[src/rtl/baud_pkg.sv]
`default_nettype none
// ============================================================================
// Module   : baud_pkg
// Brief    : Baud code type, rate table and elaboration-time divisor helpers
//            shared by the UART baud generator.
// Revision : 1.0
// ============================================================================
package baud_pkg;

    typedef enum logic [2:0] {
        BAUD_4800   = 3'd0,
        BAUD_9600   = 3'd1,
        BAUD_19200  = 3'd2,
        BAUD_38400  = 3'd3,
        BAUD_57600  = 3'd4,
        BAUD_115200 = 3'd5,
        BAUD_RSVD6  = 3'd6,
        BAUD_RSVD7  = 3'd7
    } baud_code_t;

    localparam int unsigned NUM_RATES = 6;
    localparam int unsigned BAUD_TABLE [NUM_RATES] = '{4800, 9600, 19200, 38400, 57600, 115200};

    // round(clk_hz / (baud * os)) using integer arithmetic
    function automatic int unsigned calc_div(input int unsigned clk_hz,
                                             input int unsigned os,
                                             input int unsigned baud);
        logic [63:0] den;
        logic [63:0] quo;
        den = 64'(baud) * 64'(os);
        quo = (64'(clk_hz) + (den >> 1)) / den;
        return quo[31:0];
    endfunction

    function automatic int unsigned calc_div_w(input int unsigned clk_hz,
                                               input int unsigned os);
        int unsigned max_div;
        max_div = 1;
        for (int i = 0; i < NUM_RATES; i++) begin
            if (calc_div(clk_hz, os, BAUD_TABLE[i]) > max_div) begin
                max_div = calc_div(clk_hz, os, BAUD_TABLE[i]);
            end
        end
        return (max_div < 2) ? 1 : $clog2(max_div);
    endfunction

    // Divider width for the default 50 MHz clock and 16x oversampling
    localparam int unsigned DIV_W = calc_div_w(50_000_000, 16);

    // Reserved codes fall back to 9600
    function automatic baud_code_t sanitize_code(input logic [2:0] code);
        return (code > 3'd5) ? BAUD_9600 : baud_code_t'(code);
    endfunction

endpackage : baud_pkg
`default_nettype wire

[src/rtl/baud_mod_counter.sv]
`default_nettype none
// ============================================================================
// Module   : baud_mod_counter
// Brief    : Modulo counter with run-time terminal value, clear and a
//            single-cycle wrap pulse.
// Revision : 1.0
// ============================================================================
module baud_mod_counter #(
    parameter int unsigned WIDTH = 8
) (
    input  logic             clk,
    input  logic             rst,
    input  logic             i_clear,
    input  logic             i_advance,
    input  logic [WIDTH-1:0] i_last,
    output logic [WIDTH-1:0] o_count,
    output logic             o_wrap
);

    logic [WIDTH-1:0] r_count;
    logic             w_at_last;

    // >= rather than == keeps the count bounded if the terminal value shrinks
    assign w_at_last = (r_count >= i_last);
    assign o_wrap    = i_advance && !i_clear && w_at_last;
    assign o_count   = r_count;

    always_ff @(posedge clk) begin
        if (rst || i_clear) begin
            r_count <= '0;
        end else if (i_advance) begin
            r_count <= w_at_last ? '0 : r_count + 1'b1;
        end
    end

endmodule : baud_mod_counter
`default_nettype wire

[src/rtl/uart_baud_gen.sv]
`default_nettype none
// ============================================================================
// Module   : uart_baud_gen
// Brief    : Selectable-rate UART baud generator producing oversampled rx
//            ticks, bit-rate tx ticks and a tx square wave.
// Revision : 1.0
// ============================================================================
module uart_baud_gen
    import baud_pkg::*;
#(
    parameter int unsigned CLK_HZ     = 50_000_000,
    parameter int unsigned OVERSAMPLE = 16
) (
    input  logic       clk,
    input  logic       rst,
    input  logic       enable,
    input  logic       cfg_valid,
    input  logic [2:0] cfg_sel,
    output logic       cfg_ready,
    output logic [2:0] active_sel,
    output logic       rx_tick,
    output logic       tx_tick,
    output logic       tx_clk
);

    localparam int unsigned c_DIV_W = calc_div_w(CLK_HZ, OVERSAMPLE);
    localparam int unsigned c_OS_W  = $clog2(OVERSAMPLE);
    localparam logic [c_OS_W-1:0] c_OS_LAST = c_OS_W'(OVERSAMPLE - 1);
    localparam logic [c_OS_W-1:0] c_OS_HALF = c_OS_W'(OVERSAMPLE / 2 - 1);

    if ((OVERSAMPLE % 2) != 0 || OVERSAMPLE < 4) begin : g_bad_oversample
        $error("uart_baud_gen: OVERSAMPLE must be even and >= 4");
    end
    if (calc_div(CLK_HZ, OVERSAMPLE, 115200) < 2) begin : g_bad_clock
        $error("uart_baud_gen: CLK_HZ too low for the fastest rate");
    end

    // Terminal divider count per code; reserved codes alias to 9600
    logic [c_DIV_W-1:0] w_div_last_tab [8];
    for (genvar gi = 0; gi < 8; gi++) begin : g_div_table
        localparam int unsigned c_IDX = (gi < NUM_RATES) ? gi : 1;
        assign w_div_last_tab[gi] = c_DIV_W'(calc_div(CLK_HZ, OVERSAMPLE, BAUD_TABLE[c_IDX]) - 1);
    end

    baud_code_t         r_active_sel;
    baud_code_t         r_pend_sel;
    logic               r_pend_valid;
    logic               r_tx_clk;
    logic [c_DIV_W-1:0] w_div_last;
    logic [c_DIV_W-1:0] w_div_count_unused;
    logic [c_OS_W-1:0]  w_os_count;
    logic               w_div_wrap;
    logic               w_os_wrap;
    logic               w_accept;
    logic               w_apply;
    logic               w_half;

    assign w_div_last = w_div_last_tab[r_active_sel];

    baud_mod_counter #(
        .WIDTH (c_DIV_W)
    ) u_div_cnt (
        .clk       (clk),
        .rst       (rst),
        .i_clear   (!enable),
        .i_advance (enable),
        .i_last    (w_div_last),
        .o_count   (w_div_count_unused),
        .o_wrap    (w_div_wrap)
    );

    baud_mod_counter #(
        .WIDTH (c_OS_W)
    ) u_os_cnt (
        .clk       (clk),
        .rst       (rst),
        .i_clear   (!enable),
        .i_advance (w_div_wrap),
        .i_last    (c_OS_LAST),
        .o_count   (w_os_count),
        .o_wrap    (w_os_wrap)
    );

    assign rx_tick = w_div_wrap;
    assign tx_tick = w_os_wrap;
    assign w_half  = w_div_wrap && (w_os_count == c_OS_HALF);

    always_ff @(posedge clk) begin
        if (rst || !enable) begin
            r_tx_clk <= 1'b0;
        end else if (w_half || w_os_wrap) begin
            r_tx_clk <= !r_tx_clk;
        end
    end

    // A pending code commits only at a bit boundary, or immediately while
    // idle; a tx_tick in the accept cycle itself cannot commit it because
    // r_pend_valid is not yet set.
    assign cfg_ready = !r_pend_valid;
    assign w_accept  = cfg_valid && cfg_ready;
    assign w_apply   = r_pend_valid && (!enable || w_os_wrap);

    always_ff @(posedge clk) begin
        if (rst) begin
            r_pend_valid <= 1'b0;
            r_pend_sel   <= BAUD_9600;
            r_active_sel <= BAUD_9600;
        end else if (w_accept) begin
            r_pend_valid <= 1'b1;
            r_pend_sel   <= sanitize_code(cfg_sel);
            if (!enable) begin
                r_active_sel <= sanitize_code(cfg_sel);
            end
        end else if (w_apply) begin
            r_pend_valid <= 1'b0;
            r_active_sel <= r_pend_sel;
        end
    end

    assign active_sel = r_active_sel;
    assign tx_clk     = r_tx_clk;

endmodule : uart_baud_gen
`default_nettype wire

[config.mk]
export PLATFORM = sky130hd
export DESIGN_NAME = uart_baud_gen
export DESIGN_NICKNAME = d
export VERILOG_FILES = /design/src/rtl/baud_pkg.sv /design/src/rtl/baud_mod_counter.sv /design/src/rtl/uart_baud_gen.sv
export SDC_FILE = /design/constraint.sdc
export NUM_CORES = 1
export LEC_CHECK = 0
export ABC_AREA = 0
export BUFFER_PORTS_ARGS = -buffer_cell sky130_fd_sc_hd__buf_2
export CORE_ASPECT_RATIO = 0.8
export CORE_MARGIN = 4
export CORE_UTILIZATION = 40
export CTS_CLUSTER_SIZE = 16
export DETAILED_ROUTE_END_ITERATION = 10
export GPL_ROUTABILITY_DRIVEN = 0
export SKIP_LAST_GASP = 1
export SYNTH_ARGS = -nofsm -noshare
export SYNTH_HDL_FRONTEND = slang
export SYNTH_SLANG_ARGS = --single-unit
[constraint.sdc]
create_clock -name clk -period 3.23 [get_ports clk]
set_clock_uncertainty 0.15 [all_clocks]
set_input_delay 0.646 -clock clk [delete_from_list [all_inputs] [get_ports clk]]
set_output_delay 0.646 -clock clk [all_outputs]
set_load 0.1 [all_outputs]
==> impl_metrics.env <==
export IMPL_reg2reg_from="active_sel[2]"
export IMPL_syn_area_um2=1290
export IMPL_row_count=18
export IMPL_dp_final_hpwl_um=1910
export IMPL_status="finished, final reports clean"
export IMPL_routed_wirelength_um=2590
export IMPL_endpoint_kind="output port"
export IMPL_netlist_cell_type_count=38
export IMPL_cts_clk_slew_worst_paths_ps=80
export IMPL_swShare_pct=27.1
export IMPL_critPathArrivalTime_ps=2310
export IMPL_start_kind="register"
export IMPL_grt_max_degree=13
export IMPL_synth_seq_area_share_pct=34.2
export IMPL_hp_start="r_pend_sel[0]"
export IMPL_pwr_share_comb_pct=16.9
export IMPL_dieArea_um2=4200
export IMPL_rsz0062_at_grt="yes"
export IMPL_pin_count=14
export IMPL_grt_pass1_vias=960
export IMPL_wl_met1_um=1260
export IMPL_ys_ff_latch=22
export IMPL_root_buffer="clkbuf_8"
export IMPL_setup_tns_final_ps=0
export IMPL_clock_sinks=22
export IMPL_holdBufCountCts=0
export IMPL_grt_pass1_wl_um=4290
export IMPL_fmax_ghz=0.322
export IMPL_netlist_top_cells_area="dfxtp_1 34%, ha_1 12%, nor2_1 5.2%, xor2_1 4.1%, nor2b_1 2.9%"
export IMPL_via_count=1051
export IMPL_die_height_um=58.7
export IMPL_synth_mux_area_share_pct=4.96
export IMPL_area_growth_syn_to_layout_pct=21.1
export IMPL_path_class="reg2out"
export IMPL_synthSimpleGateAreaFrac_pct=26.7
export IMPL_syn_nets=159
export IMPL_cpMaxStageDelayCell="dfxtp_4"
export IMPL_synth_top_area_share_pct=34.2
export IMPL_grt_usage_pct=12.9
export IMPL_cts_max_path_buffers=2
export IMPL_utilization_pct=50.5
export IMPL_finalHoldViolCount=0
export IMPL_leakage_nw=0.642
export IMPL_path_delay_family="simple AND/OR/NAND/NOR gates"
export IMPL_viasPerCell=5.34
export IMPL_antenna_found_initial=0
export IMPL_crit_buf_inv=2
export IMPL_cts_tree="done"
export IMPL_fp_dieW_um=71.4
export IMPL_path_cells="buf_6 -> or3_4 -> ha_4 -> nand4_1 -> nor3b_2 -> nor4_4 -> nor3b_4 -> buf_12"
export IMPL_vdd_drop_max_mv=0.233
export IMPL_synth_fa_ha_area_share_pct=11.7
export IMPL_fin_nets=177
export IMPL_drv_slew=0
export IMPL_clkLatencyLatePin_ps=260
export IMPL_avgSynthCellArea_um2=9.20
export IMPL_met2_length_um=1170
export IMPL_power_per_cell_area_nw_per_um2=349
export IMPL_first_iter_violations=70
export IMPL_synthXorXnorAreaFrac_pct=6.80
export IMPL_num_fill_cells=304
export IMPL_power_switching_uw=147
export IMPL_internal_power_uw=397
export IMPL_coreArea_um2=3090
export IMPL_io_buffer_count=13
export IMPL_cp_startpoint="active_sel[2]"
export IMPL_ys_warn_count=0
export IMPL_hold_path_class="reg2reg"
export IMPL_drive_above_1_share_pct=28.0
export IMPL_initial_core_util_pct=41.7
export IMPL_synth_top_family_by_area="simple AND/OR/NAND/NOR gates"
export IMPL_maxCapViolCount=0
export IMPL_dr_pass1_iters=4
export IMPL_worstMarginPinSlew_ps=489
export IMPL_slew_headroom_pct=67.6
export IMPL_highest_layer="met4"
export IMPL_yosysTopAreaCell="dfxtp_1"
export IMPL_final_antenna_net_count=0
export IMPL_routedWlPerCell_um=13.1
export IMPL_htreeDepth=1
export IMPL_numCtsBuffers=3
export IMPL_synth_compound_area_share_pct=12.7
export IMPL_setup_slack_ps=123
export IMPL_layout_min_cycle_time_ps=3110
export IMPL_clkPwrFrac_pct=31.5
export IMPL_setup_viol=0
export IMPL_cp_slowest_stage_delay_ps=360
export IMPL_wl_met3_um=120
export IMPL_drc=0
export IMPL_num_antenna_cells=0
export IMPL_overflow=0
export IMPL_required_ps=2430
export IMPL_period_share_pct=96.2
export IMPL_seq_power_share_pct=51.6
export IMPL_path_max_fanout=9
export IMPL_synthCells=140
export IMPL_pre_cts_ws_ps=295
## state kept, by name, indices dropped and copies added, names as in the netlist
name               cells
u_div_cnt.o_count     10
u_os_cnt.o_count       4
active_sel             3
r_pend_sel             3
r_pend_valid           1
tx_clk                 1
## per-layer routing
layer | vias to the layer above | GRT usage [%]
li1 | 531 | -
met1 | 495 | 17.4
met2 | 21 | 20.4
met3 | 4 | 3.58
met4 | 0 | 3.22
met5 | - | 0
## cell usage in the layout, fill, tap and decap left out, drive strengths merged, types with 2 or more instances in the layout
master  Yosys  layout
a211oi      2       2
a21o        2       2
a21oi       7       7
and3        2       2
buf         1      18
clkbuf      4       3
dfxtp      22      22
ha         12      12
inv         3       3
mux2        3       3
mux2i       3       3
nand2       9       9
nand2b      3       3
nand3       7       7
nand4       2       2
nor2       18      18
nor2b       6       6
nor3b       5       5
o211ai      3       3
o21ai       2       2
or2         2       2
or4         2       2
xnor2       4       4
xor2        6       6
## through the flow
| stage | cells | instance area, um^2 | power [mW] | hold slack, ps |
|---|---|---|---|---|
| after CTS | 196 | 1510 | 0.549 | 315 |
| after global placement | 189 | 1440 | 0.370 | 293 |
| after floorplan | 140 | 1330 | 0.356 | 278 |
| final | 197 | 1560 | 0.545 | 310 |
| after detailed placement | 189 | 1440 | 0.372 | 295 |
| after global routing | 197 | 1560 | 0.576 | 332 |
## synth_stat cells, drive strengths merged
cell	n
a21o	2
mux2	3
o21ai	2
xor2	6
or2	2
nor4	1
or3	1
nor2b	6
o211ai	3
nand4b	1
xnor2	4
ha	12
buf	1
a41oi	1
nand3	7
dfxtp	22
a211o	1
a21boi	1
or4	2
o32ai	1
mux2i	3
nand2b	3
o311a	1
nor3b	5
nand2	9
a41o	1
a21oi	7
a211oi	2
nand4	2
nor2	18
clkbuf	4
inv	3
and3	2
nor3	1
## power by group through the flow
stage | combinational (mW) | clock (mW) | sequential (mW)
after floorplan | 0.0594 | 0 | 0.297
after global placement | 0.0824 | 0 | 0.288
after detailed placement | 0.0837 | 0 | 0.288
after CTS | 0.0868 | 0.181 | 0.281
after global routing | 0.0996 | 0.195 | 0.282
final | 0.0922 | 0.171 | 0.281
## path summary, 6_finish.rpt
check,endpoint,slack [ps],depth (start not counted)
hold / removal,r_pend_sel[0],310,1
setup / recovery,tx_tick,120,8
setup reg to reg,active_sel[0],430,9
hold reg to reg,r_pend_sel[0],310,1
## what timing repair did
item                                   4_1_cts  5_1_grt
buffers inserted                             3        1
gates resized for setup                      2        7
endpoints found under the hold margin        0        0
setup endpoints to repair                    1        2
pin swaps                                    1        6
## worst register-to-register path: stages, from the launching register on
cell     delay [ps]
dfxtp_4         360
buf_6           130
or3_4           340
ha_4            270
nand4_1         140
nor3b_2         270
nor4_4           90
buf_4           190
o32ai_2         370
mux2_2          380
## final cells by class
type,count,area [um^2],share of cell area (%)
sequential,22,452,29.0
inverter,3,11.3,0.722
timing repair buffer,18,136,8.75
clock inverter,1,3.75,0.241
tap,40,50.0,3.21
clock buffer,3,41.3,2.65
multi-input combinational,110,865,55.5
## cells by family after synthesis
kind of cell / count (synthesis)
and+or+nand+nor: 60
buffers and inverters: 8
xor gates and xnor gates: 10
DFF: 22
AOI/OAI and AO/OA: 22
adders and majority gates: 12
muxes: 6
Power figures use the tool's default switching activity.
